## src/rtl/mem_port_arbiter_pkg.sv

```systemverilog
`default_nettype none
// +----------------------------------------------------------------------------+
// | Package  : mem_arb_pkg                                                     |
// | Purpose  : Shared types and defaults for the memory port arbiter: FSM      |
// |            state encoding, requester source id, parameter defaults.        |
// | Config   : ARB_ROUND_ROBIN_EN (consumed by arbiter and picker, not here)   |
// | Revision : 1.0 - initial release                                           |
// +----------------------------------------------------------------------------+
package mem_arb_pkg;

    localparam int A_WIDTH_DEF      = 32;
    localparam int STARVE_LIMIT_DEF = 4;
    // Wide enough for the largest legal STARVE_LIMIT (15).
    localparam int CNT_W            = 4;

    typedef enum logic [1:0] {
        IDLE  = 2'd0,
        GNT_I = 2'd1,
        GNT_D = 2'd2
    } arb_state_e;

    typedef enum logic {
        SRC_I = 1'b0,
        SRC_D = 1'b1
    } arb_src_e;

endpackage : mem_arb_pkg
`default_nettype wire

```

## src/rtl/mem_port_arbiter_if.sv

```systemverilog
`default_nettype none
// +----------------------------------------------------------------------------+
// | Interface: mem_port_arbiter_if                                             |
// | Purpose  : Bundles the I-cache, D-cache and memory-side signals of the     |
// |            memory port arbiter. The arbiter uses the slave modport, the    |
// |            surrounding caches/memory use the master modport.               |
// | Revision : 1.0 - initial release                                           |
// +----------------------------------------------------------------------------+
interface mem_port_arbiter_if #(
    parameter int A_WIDTH = 32
) ();
    // I-cache side
    logic [A_WIDTH-1:0] i_a;
    logic               i_strobe;
    logic [31:0]        i_din;
    logic               i_ready;
    // D-cache side
    logic [A_WIDTH-1:0] d_a;
    logic [31:0]        d_dout;
    logic               d_wr;
    logic               d_strobe;
    logic [31:0]        d_din;
    logic               d_ready;
    // Memory side
    logic [A_WIDTH-1:0] m_a;
    logic [31:0]        m_din;
    logic               m_wr;
    logic               m_strobe;
    logic [31:0]        m_dout;
    logic               m_ready;

    modport slave (
        input  i_a, i_strobe, d_a, d_dout, d_wr, d_strobe, m_dout, m_ready,
        output i_din, i_ready, d_din, d_ready, m_a, m_din, m_wr, m_strobe
    );

    modport master (
        output i_a, i_strobe, d_a, d_dout, d_wr, d_strobe, m_dout, m_ready,
        input  i_din, i_ready, d_din, d_ready, m_a, m_din, m_wr, m_strobe
    );

endinterface : mem_port_arbiter_if
`default_nettype wire

```

## src/rtl/mem_port_arbiter_pick.sv

```systemverilog
`default_nettype none
// +----------------------------------------------------------------------------+
// | Module   : mem_arb_pick                                                    |
// | Purpose  : Combinational grant selection between I and D requesters.       |
// |            Default: D wins a tie unless the starvation limit is hit.       |
// |            ARB_ROUND_ROBIN_EN: a tie goes to the side opposite last grant. |
// | Revision : 1.0 - initial release                                           |
// +----------------------------------------------------------------------------+
module mem_arb_pick
    import mem_arb_pkg::*;
(
    input  wire logic     i_req_i,
    input  wire logic     d_req_i,
    input  wire logic     starve_hit_i,
    input  arb_src_e      last_grant_i,
    output logic          grant_valid_o,
    output arb_src_e      grant_src_o
);

`ifdef ARB_ROUND_ROBIN_EN
    // The starvation counter has no role in round-robin mode.
    logic unused_starve;
    assign unused_starve = starve_hit_i;
`else
    // History is only needed for round-robin tie breaking.
    logic unused_last;
    assign unused_last = last_grant_i;
`endif

    // Pick the source for the next transaction from the current requests.
    always_comb begin
        grant_valid_o = i_req_i | d_req_i;
        grant_src_o   = SRC_D;
        if (i_req_i && !d_req_i) begin
            grant_src_o = SRC_I;
        end else if (i_req_i && d_req_i) begin
`ifdef ARB_ROUND_ROBIN_EN
            grant_src_o = (last_grant_i == SRC_I) ? SRC_D : SRC_I;
`else
            grant_src_o = starve_hit_i ? SRC_I : SRC_D;
`endif
        end
    end

endmodule : mem_arb_pick
`default_nettype wire

```

## src/rtl/mem_port_arbiter.sv

```systemverilog
`default_nettype none
// +----------------------------------------------------------------------------+
// | Module   : mem_port_arbiter                                                |
// | Purpose  : Shares one external memory port between I-cache misses and     |
// |            D-cache misses/writes. One transaction in flight; grant held    |
// |            until m_ready; one IDLE cycle between transactions.             |
// | Config   : ARB_ROUND_ROBIN_EN - alternate on ties instead of fixed D       |
// |            priority with starvation counter.                               |
// | Revision : 1.0 - initial release                                           |
// +----------------------------------------------------------------------------+
module mem_port_arbiter
    import mem_arb_pkg::*;
#(
    parameter int A_WIDTH      = A_WIDTH_DEF,
    parameter int STARVE_LIMIT = STARVE_LIMIT_DEF
) (
    input  wire logic           clk,
    input  wire logic           rst,
    mem_port_arbiter_if.slave   arb
);

    arb_state_e          state_q;
    arb_src_e            last_grant_q;
    logic [CNT_W-1:0]    starve_cnt_q;
    logic                m_strobe_q;
    logic                m_wr_q;
    logic [A_WIDTH-1:0]  m_a_q;
    logic [31:0]         m_din_q;

    logic                starve_hit;
    logic                grant_valid;
    arb_src_e            grant_src;

    assign starve_hit = (starve_cnt_q == CNT_W'(STARVE_LIMIT));

    mem_arb_pick u_pick (
        .i_req_i       (arb.i_strobe),
        .d_req_i       (arb.d_strobe),
        .starve_hit_i  (starve_hit),
        .last_grant_i  (last_grant_q),
        .grant_valid_o (grant_valid),
        .grant_src_o   (grant_src)
    );

    // Arbiter FSM: latch the granted request onto the memory port, release on m_ready.
    always_ff @(posedge clk or posedge rst) begin
        if (rst) begin
            state_q      <= IDLE;
            last_grant_q <= SRC_I;
            starve_cnt_q <= '0;
            m_strobe_q   <= 1'b0;
            m_wr_q       <= 1'b0;
            m_a_q        <= '0;
            m_din_q      <= '0;
        end else begin
            case (state_q)
                IDLE: begin
                    if (grant_valid) begin
                        last_grant_q <= grant_src;
                        m_strobe_q   <= 1'b1;
                        if (grant_src == SRC_D) begin
                            state_q <= GNT_D;
                            m_a_q   <= arb.d_a;
                            m_din_q <= arb.d_dout;
                            m_wr_q  <= arb.d_wr;
`ifndef ARB_ROUND_ROBIN_EN
                            // Count D wins that made a waiting I side wait longer.
                            if (arb.i_strobe && !starve_hit) begin
                                starve_cnt_q <= starve_cnt_q + CNT_W'(1);
                            end
`endif
                        end else begin
                            state_q      <= GNT_I;
                            m_a_q        <= arb.i_a;
                            m_din_q      <= '0;
                            m_wr_q       <= 1'b0;
                            starve_cnt_q <= '0;
                        end
                    end
                end
                GNT_I, GNT_D: begin
                    if (arb.m_ready) begin
                        state_q    <= IDLE;
                        m_strobe_q <= 1'b0;
                        m_wr_q     <= 1'b0;
                        m_a_q      <= '0;
                        m_din_q    <= '0;
                    end
                end
                default: begin
                    state_q    <= IDLE;
                    m_strobe_q <= 1'b0;
                end
            endcase
        end
    end

    assign arb.m_strobe = m_strobe_q;
    assign arb.m_wr     = m_wr_q;
    assign arb.m_a      = m_a_q;
    assign arb.m_din    = m_din_q;

    // Completion goes only to the side holding the grant; m_ready elsewhere is ignored.
    assign arb.i_ready  = arb.m_ready & (state_q == GNT_I);
    assign arb.d_ready  = arb.m_ready & (state_q == GNT_D);
    assign arb.i_din    = arb.m_dout;
    assign arb.d_din    = arb.m_dout;

endmodule : mem_port_arbiter
`default_nettype wire

```

## src/flat_wrapper.sv

```systemverilog
// flat-port wrapper written by rule: the top's interface ports become plain ports
module mem_port_arbiter_flat import mem_arb_pkg::*;
#(
    parameter int A_WIDTH      = A_WIDTH_DEF,
    parameter int STARVE_LIMIT = STARVE_LIMIT_DEF
)
  (clk, rst, arb_i_a, arb_i_strobe, arb_d_a, arb_d_dout, arb_d_wr, arb_d_strobe, arb_m_dout, arb_m_ready, arb_i_din, arb_i_ready, arb_d_din, arb_d_ready, arb_m_a, arb_m_din, arb_m_wr, arb_m_strobe);
  mem_port_arbiter_if #(.A_WIDTH(A_WIDTH)) arb_i ();
  input  wire logic clk;
  input  wire logic rst;
  input wire logic [$bits(arb_i.i_a)-1:0] arb_i_a;
  input wire logic [$bits(arb_i.i_strobe)-1:0] arb_i_strobe;
  input wire logic [$bits(arb_i.d_a)-1:0] arb_d_a;
  input wire logic [$bits(arb_i.d_dout)-1:0] arb_d_dout;
  input wire logic [$bits(arb_i.d_wr)-1:0] arb_d_wr;
  input wire logic [$bits(arb_i.d_strobe)-1:0] arb_d_strobe;
  input wire logic [$bits(arb_i.m_dout)-1:0] arb_m_dout;
  input wire logic [$bits(arb_i.m_ready)-1:0] arb_m_ready;
  output wire logic [$bits(arb_i.i_din)-1:0] arb_i_din;
  output wire logic [$bits(arb_i.i_ready)-1:0] arb_i_ready;
  output wire logic [$bits(arb_i.d_din)-1:0] arb_d_din;
  output wire logic [$bits(arb_i.d_ready)-1:0] arb_d_ready;
  output wire logic [$bits(arb_i.m_a)-1:0] arb_m_a;
  output wire logic [$bits(arb_i.m_din)-1:0] arb_m_din;
  output wire logic [$bits(arb_i.m_wr)-1:0] arb_m_wr;
  output wire logic [$bits(arb_i.m_strobe)-1:0] arb_m_strobe;
  assign arb_i.i_a = arb_i_a;
  assign arb_i.i_strobe = arb_i_strobe;
  assign arb_i.d_a = arb_d_a;
  assign arb_i.d_dout = arb_d_dout;
  assign arb_i.d_wr = arb_d_wr;
  assign arb_i.d_strobe = arb_d_strobe;
  assign arb_i.m_dout = arb_m_dout;
  assign arb_i.m_ready = arb_m_ready;
  assign arb_i_din = arb_i.i_din;
  assign arb_i_ready = arb_i.i_ready;
  assign arb_d_din = arb_i.d_din;
  assign arb_d_ready = arb_i.d_ready;
  assign arb_m_a = arb_i.m_a;
  assign arb_m_din = arb_i.m_din;
  assign arb_m_wr = arb_i.m_wr;
  assign arb_m_strobe = arb_i.m_strobe;
  mem_port_arbiter #(.A_WIDTH(A_WIDTH), .STARVE_LIMIT(STARVE_LIMIT)) u_core (.clk(clk), .rst(rst), .arb(arb_i));
endmodule
```

## config.mk

```make
export PLATFORM = sky130hd
export DESIGN_NAME = mem_port_arbiter_flat
export DESIGN_NICKNAME = d
export VERILOG_FILES = /design/src/rtl/mem_port_arbiter_pkg.sv /design/src/rtl/mem_port_arbiter_if.sv /design/src/rtl/mem_port_arbiter_pick.sv /design/src/rtl/mem_port_arbiter.sv /design/src/flat_wrapper.sv
export SDC_FILE = /design/constraint.sdc
export NUM_CORES = 1
export LEC_CHECK = 0
export BUFFER_PORTS_ARGS = -buffer_cell sky130_fd_sc_hd__buf_2
export CAP_MARGIN = 20
export CORE_AREA = 2 2 104 106
export DETAILED_ROUTE_END_ITERATION = 8
export DIE_AREA = 0 0 106 108
export PLACE_DENSITY = 0.86
export SYNTH_ARGS = -nofsm -noshare
export SYNTH_HDL_FRONTEND = slang
export SYNTH_HIERARCHICAL = 1
export SYNTH_SLANG_ARGS = --single-unit
```

## constraint.sdc

```tcl
create_clock -name clk -period 5.9 [get_ports clk]
set_input_delay 1.18 -clock clk [delete_from_list [all_inputs] [get_ports clk]]
set_output_delay 1.18 -clock clk [all_outputs]
set_load 0.01 [all_outputs]
```

==> results summary, run 1 <==
The routed design could run at a clock period as short as between 2 and 3 ns. The final cell count without fillers is between 600 and 700. The number of DRC violations after detailed routing came out at 0.

The number of global-route vias before repair is between 3,000 and 4,000. In this run the critical register-to-register path is launched from u_core/state_q[0]. The number of nets at the end of the flow came out at 642. At the worst endpoint, the arrival time is around 1.6 ns. The worst setup slack before clock tree synthesis is 2.83 ns. The cell count after synthesis came out at 401. The placed wire-length estimate came out at around 7500 um. The instance count along the most critical hold path is 1. In the finished design, the share of the clock period the worst path needs comes to 46.5%.

The clock-pin transition on the worst setup and hold timing paths is 0.08 ns. The most critical setup path has its startpoint at arb_m_ready. No sink is reached through more buffers than the 2 on the longest clock path. The kind of critical path is primary input to primary output. The number of antenna violations at the first check in global routing came to 0. The final instance area is 0.00482 mm^2. Across the VDD grid, the largest voltage drop is ~0.28 mV. The count of endpoints failing hold in the final timing report is 0. The total count of max-transition violations in the final report is 0.

The critical path data required time came out at 4.72 ns. Counting the fill cells in the layout gives 977. The category of the worst setup path launch point is a primary input. For this block, the via count after detailed routing is approximately 3,000. The worst clock skew on the final layout is about 0.012 ns. Max-cap violations in this run came to 0. The setup fix buffers added after clock tree synthesis came out at 0.

The mean instance size in the synthesized netlist came out at slightly above 10 um^2. The path class of the tightest hold or removal check is flop to flop. Once routing completed, OpenROAD measured the worst setup slack at approximately 3.2 ns. The maximum fanout encountered on the critical timing path came out at 3. TritonCTS built the clock tree.

The number of buffers inserted during clock tree synthesis came out at 9. The path with the worst hold slack has its endpoint at u_core/arb.m_a[0]. The clock latency reported for the late side of the worst-skew pair is 0.34 ns. The number of iterations in the first detailed-routing pass came out at 4.

Counting every sink on the clock net gives a little over 70. Once the clock tree was built, the resizer swapped 0 gates to a different size. The final wirelength came out at about 9800 um. At the end of routability-driven placement, the weighted congestion stood at ~0.76. The worst register-to-register path ends at u_core/arb.m_a[20]. The setup total negative slack came out at 0 ns. For this configuration, the core starts out at a cell density of 40.4%. The source of the worst hold timing path is u_core/arb.m_a[0].

The power density over the cells came out at around 540 mW/mm^2. The flop-to-flop setup slack is about 3.2 ns. On the final layout, the worst hold slack is about 0.49 ns.

The die extent in x is approximately 110 um. For the worst flop-to-flop path, the logic depth is 7. Setup repair after global routing left no endpoint under its margin.

Entering global routing, the biggest net connects 73 pins. The number of top-level pins is approximately 270. The first global-routing pass estimated about 15,000 um of wire. The post-synthesis instance area is just over 0.004 mm^2.

The total number of yosys warnings came out at 6. Static timing analysis puts the maximum clock frequency at 365 MHz. The number of placed instances, taps included came out at between 600 and 700.

STA classifies the critical path endpoint as a primary output. The area enclosed by the die boundary came out at about 0.011 mm^2. The total routing usage reported by global routing came out at between 10% and 20%.

The maximum level of the CTS H-tree came out at 3. The measured slew at the worst slew-check pin came out at between 0.9 and 1 ns. During placement, the flow inserted port buffers numbering around 170. The routed length per instance came out at 15.2 um. Once detail routing completed, the nets flagged for antenna violations numbered 0. The detail-routed via count per cell came out at 4.73. In this run the core area contains 37 standard-cell rows.

The post-place instance area is 0.00460 mm^2. After clock tree synthesis, the flow added hold-fix buffers numbering 0. In this run, the number of DRC markers left after iteration 0 of detailed routing was between 100 and 150. CTS placed an instance of sky130_fd_sc_hd__clkbuf_8 at the clock tree root.

The final setup violation count came out at 0. Measured against its own limit, the worst slew margin works out to a little under two fifths. For this design the static power due to leakage is roughly 2.8 nW.

The die is ~110 um tall. The flow ran to the end, and the final reports show no timing, DRC or antenna violations. Compared with the post-synthesis result, the final layout area differs by 16.7%. The area of the placeable core came out at between 0.01 and 0.015 mm^2. The overflow left after global routing is 0. The fraction of final layout cells with drive strength greater than 1 came out at 41.3%. Synthesis produced a netlist with a net count of 540. 0 antenna diodes ended up in the layout.
-- through the flow --
step / total power, W / utilization (%)
2_1_floorplan: 0.00187 / -
4_1_cts: 0.00265 / 47.1
3_5_place_dp: 0.00221 / 44.9
3_3_place_gp: 0.00211 / 44.8
6_report: 0.00261 / 47.1
5_1_grt: 0.00280 / 47.1
-- power by group --
group	switching [W]	internal, W
clock network	0.000187	0.000249
registers	0.000115	0.000714
logic	0.000732	0.000616
-- metal layers --
metal	vias to the layer above	track usage, %	part of all wire (%)
met5	-	0	0
met4	0	4.51	1.1
met3	14	4.94	7.5
met2	158	31.6	54
met1	1441	18.9	37
li1	1431	-	-
-- worst max-delay path by stage --
stage	end	slack (ns)	cells past startpoint
final	arb_i_ready	3.16	3
after global routing	u_core/arb.m_a[20]	3.04	7
after CTS	arb_i_ready	3.16	3
after detailed placement	u_core/arb.m_a[20]	2.83	6
after global placement	u_core/arb.m_a[22]	2.90	6
after floorplan	u_core/arb.m_a[0]	2.90	1
-- placed cells by master, fill, tap and decap left out, types with 2 or more instances in the layout --
cell	n
sky130_fd_sc_hd__o21ai_0	3
sky130_fd_sc_hd__bufinv_16	2
sky130_fd_sc_hd__buf_4	5
sky130_fd_sc_hd__nand4b_1	2
sky130_fd_sc_hd__mux2_2	15
sky130_fd_sc_hd__nand4_1	2
sky130_fd_sc_hd__mux2i_1	65
sky130_fd_sc_hd__nand2_1	39
sky130_fd_sc_hd__clkinvlp_4	2
sky130_fd_sc_hd__dfrtp_1	72
sky130_fd_sc_hd__ha_1	5
sky130_fd_sc_hd__clkbuf_8	10
sky130_fd_sc_hd__and2_1	3
sky130_fd_sc_hd__nand3_1	2
sky130_fd_sc_hd__nor2_1	34
sky130_fd_sc_hd__mux2_1	17
sky130_fd_sc_hd__buf_2	169
sky130_fd_sc_hd__inv_1	39
-- state kept, by name (all words and copies together), names as in the netlist --
name / cells
u_core/arb.m_din: 32
u_core/state_q: 2
u_core/arb.m_wr: 1
u_core/arb.m_a: 32
u_core/starve_cnt_q: 4
u_core/arb.m_strobe: 1
-- cell type report --
cell class / count / area (um^2) / area share (%)
multi-input cells: 205 / 1580 / 32.7
clock inverters: 5 / 80.1 / 1.66
well taps: 136 / 170 / 3.53
inverters: 40 / 150 / 3.12
flip-flops and latches: 72 / 1800 / 37.4
repair buffers: 175 / 898 / 18.6
clock buffers: 11 / 141 / 2.93
-- critical path, stage by stage --
cell and delay (ns):
sky130_fd_sc_hd__buf_2 0.10, sky130_fd_sc_hd__and2_1 0.14, sky130_fd_sc_hd__buf_2 0.13
No activity file was read; power rests on OpenSTA's default activity.
==> run 2, diff against run 1 <==
--- a/config.mk
+++ b/config.mk
@@ -7,10 +7,9 @@
 export LEC_CHECK = 0
 export BUFFER_PORTS_ARGS = -buffer_cell sky130_fd_sc_hd__buf_2
 export CAP_MARGIN = 20
-export CORE_AREA = 2 2 104 106
+export CORE_UTILIZATION = 39
 export DETAILED_ROUTE_END_ITERATION = 8
-export DIE_AREA = 0 0 106 108
-export PLACE_DENSITY = 0.86
+export PLACE_DENSITY = 0.87
 export SYNTH_ARGS = -nofsm -noshare
 export SYNTH_HDL_FRONTEND = slang
 export SYNTH_HIERARCHICAL = 1
==> constraint.sdc (replaced) <==
create_clock -name clk -period 2.4 [get_ports clk]
set_input_delay 0.48 -clock clk [delete_from_list [all_inputs] [get_ports clk]]
set_output_delay 0.48 -clock clk [all_outputs]
set_load 0.01 [all_outputs]
==> results summary, run 2 (synthesis results as in run 1) <==
The flow ran to the end, and the final reports show no timing, DRC or antenna violations. The detail-routed via count per cell came out at roughly 4.8. The final instance area is slightly below 0.005 mm^2. The number of global-route vias before repair is between 3,000 and 4,000.

The maximum fanout encountered on the critical timing path is 33. The timing-limited maximum frequency came out at ~450 MHz. The maximum level of the CTS H-tree came out at 3. Setup repair after global routing left no endpoint under its margin. The growth of design area from synthesis to finish is 20.0%.

The number of sinks handled by clock tree synthesis is slightly above 70. In this run the tightest slew margin relative to its limit is about two thirds. The critical path data required time is about 2.7 ns. In this run the critical register-to-register path is launched from u_core/starve_cnt_q[0]. The number of antenna violations at the first check in global routing is 0. The total routing usage reported by global routing is roughly 17%.

The clock power share is a little under a fifth. The initial core utilization is between 40% and 50%. The clock passes through at most 2 buffers.

The clock tree from TritonCTS is done. After clock tree synthesis, the clock-pin slew on the worst setup and hold paths is roughly 0.080 ns. The fraction of final layout cells with drive strength greater than 1 came out at 41.7%. The first routing iteration left 93 violations. The clock reaches the later pin of the worst-skew pair after 0.34 ns.

The internal power is between 0.004 and 0.005 W. In this run the power density over the cells is between 1000 and 1500 mW/mm^2. The worst clock skew on the final layout is between 0.01 and 0.015 ns.

The shortest clock period the worst path allows after layout is 2.21 ns. After layout, the worst path uses between 90 and 100% of the clock period. The final setup violation count is 0. The antenna diode instance count is 0. The die extent in x is approximately 100 um. The post-place instance area came out at ~0.0047 mm^2. IR analysis of the VDD net gives a maximum drop of between 1 and 1.5 mV. After detailed routing, the average wire length per cell comes to between 10 and 15 um.

Entering global routing, the biggest net connects 51 pins. The root buffer cell is sky130_fd_sc_hd__clkbuf_8. The least setup slack across all paths after layout came out at 0.188 ns.

The kind of critical path is flop to flop. The measured slew at the worst slew-check pin came out at 0.515 ns. STA classifies the critical path startpoint as a flop. In the layout the commonest cells are sky130_fd_sc_hd__buf_2, sky130_fd_sc_hd__dfrtp_1, sky130_fd_sc_hd__mux2i_1, sky130_fd_sc_hd__inv_1, sky130_fd_sc_hd__nand2_1.

Once layout is complete, the utilization of the core stands at 48.2%. During placement, the flow inserted port buffers numbering 169. The worst setup slack before clock tree synthesis is 0.192 ns. The final cell count without fillers came out at approximately 650. The detailed router placed slightly above 3,000 vias in this run. In this run, placement finished with an instance count of 631. The count of hold buffers inserted by post-cts repair came out at 0.

The depth of the worst register-to-register path is 10. The count of endpoints failing hold in the final timing report was 0. The number of DRC violations after detailed routing came out at 0. The area of the placeable core came out at 0.0103 mm^2.

The area enclosed by the die boundary came out at about 0.011 mm^2. The final wirelength came out at 9310 um. The number of nets at the end of the flow came out at ~650. The first global-routing pass estimated ~15,000 um of wire. The number of iterations in the first detailed-routing pass is 4. The number of gates resized after CTS was 0. Max-cap violations in this run came to 0. The worst register-to-register path has a setup slack of around 0.19 ns. The arrival time at the worst endpoint came out at 2.47 ns. The worst setup path is captured at a flop. Registers are responsible for around 30% of the overall power.

The number of standard-cell rows in the floorplan is 37. At the end of routability-driven placement, the weighted congestion stood at ~0.75. The number of setup buffers added after CTS is 0.

The remaining number of nets flagged by the antenna check after routing came out at 0. The min-delay analysis places its worst path in the category primary input to async pin. The die is 105 um tall. The setup total negative slack came out at 0 ns. The number of buffers inserted during clock tree synthesis is 9.

The overflow left after global routing is 0. The leakage power of the design came out at between 2 and 3 nW. The net load switching power came out at 0.00253 W. Combinational cells account for about 51% of the total power. The net switching fraction of the power is a little under two fifths. The most frequent standard cell in the layout excluding fill and tap cells is sky130_fd_sc_hd__buf_2. Pin placement for this block handled 266 I/O pins.

Tracing the worst setup path back leads to its startpoint at u_core/starve_cnt_q[0]. The placed wire-length estimate came out at a little over 7000 um. The total count of max-transition violations in the final report was 0. The worst register-to-register path ends at u_core/arb.m_din[25].
==> run 2: cell types whose count changed in the layout (fill, tap and decap cells not counted) <==
| cell | previous run | this run |
|---|---|---|
| sky130_fd_sc_hd__buf_8 | 1 | 0 |
| sky130_fd_sc_hd__clkinvlp_4 | 2 | 1 |
| sky130_fd_sc_hd__clkinv_2 | 1 | 0 |
| sky130_fd_sc_hd__buf_12 | 0 | 6 |
| sky130_fd_sc_hd__buf_4 | 5 | 3 |
| sky130_fd_sc_hd__bufinv_16 | 2 | 4 |
==> run 2: final cells by class <==
class / instances / area, um^2
well taps: 136 / 170
fillers: 947 / 5320
clock inverters: 5 / 128
clock buffers: 11 / 141
multi-input cells: 205 / 1580
flip-flops and latches: 72 / 1800
repair buffers: 178 / 988
inverters: 40 / 150
==> run 2: routing by layer <==
metal | track usage, % | vias up | wire length, um
met5 | 0.952 | - | 0
met4 | 4.83 | 0 | 116
met3 | 5.99 | 13 | 820
met2 | 32.3 | 160 | 4930
met1 | 17.4 | 1477 | 3450
li1 | - | 1437 | -
==> run 2: worst max-delay path by stage <==
stage          depth (start not counted)              endpoint  slack, ns
5_1_grt                               10  u_core/arb.m_din[25]       0.02
3_3_place_gp                           7  u_core/arb.m_din[14]       0.33
4_1_cts                               10  u_core/arb.m_din[25]       0.18
2_1_floorplan                          1     u_core/arb.m_a[0]        0.1
6_report                              10  u_core/arb.m_din[25]       0.19
3_5_place_dp                          10  u_core/arb.m_din[25]       0.19
==> run 2: critical path, cell delays in order (launching register included) <==
cell and delay [ns]:
sky130_fd_sc_hd__dfrtp_1 0.45, sky130_fd_sc_hd__inv_1 0.07, sky130_fd_sc_hd__ha_1 0.19, sky130_fd_sc_hd__nand3b_1 0.18
sky130_fd_sc_hd__inv_1 0.12, sky130_fd_sc_hd__o21ai_4 0.17, sky130_fd_sc_hd__buf_4 0.27, sky130_fd_sc_hd__nor2b_2 0.23
sky130_fd_sc_hd__buf_12 0.20, sky130_fd_sc_hd__nand2_1 0.09, sky130_fd_sc_hd__mux2i_1 0.15
==> run 2: metrics by stage <==
step	total power (W)	hold WS [ns]
6_report	0.00679	0.163
5_1_grt	0.00726	0.192
3_3_place_gp	0.00539	0.462
2_1_floorplan	0.00461	0.492
4_1_cts	0.00686	0.167
3_5_place_dp	0.00557	0.470
==> run 2: power groups by stage <==
stage          combinational, W  sequential, W  clock [W]
2_1_floorplan           0.00236        0.00224          0
6_report                0.00349        0.00203    0.00127
3_5_place_dp            0.00352        0.00205          0
5_1_grt                 0.00381        0.00210    0.00136
4_1_cts                 0.00352        0.00203    0.00131
3_3_place_gp            0.00336        0.00203          0
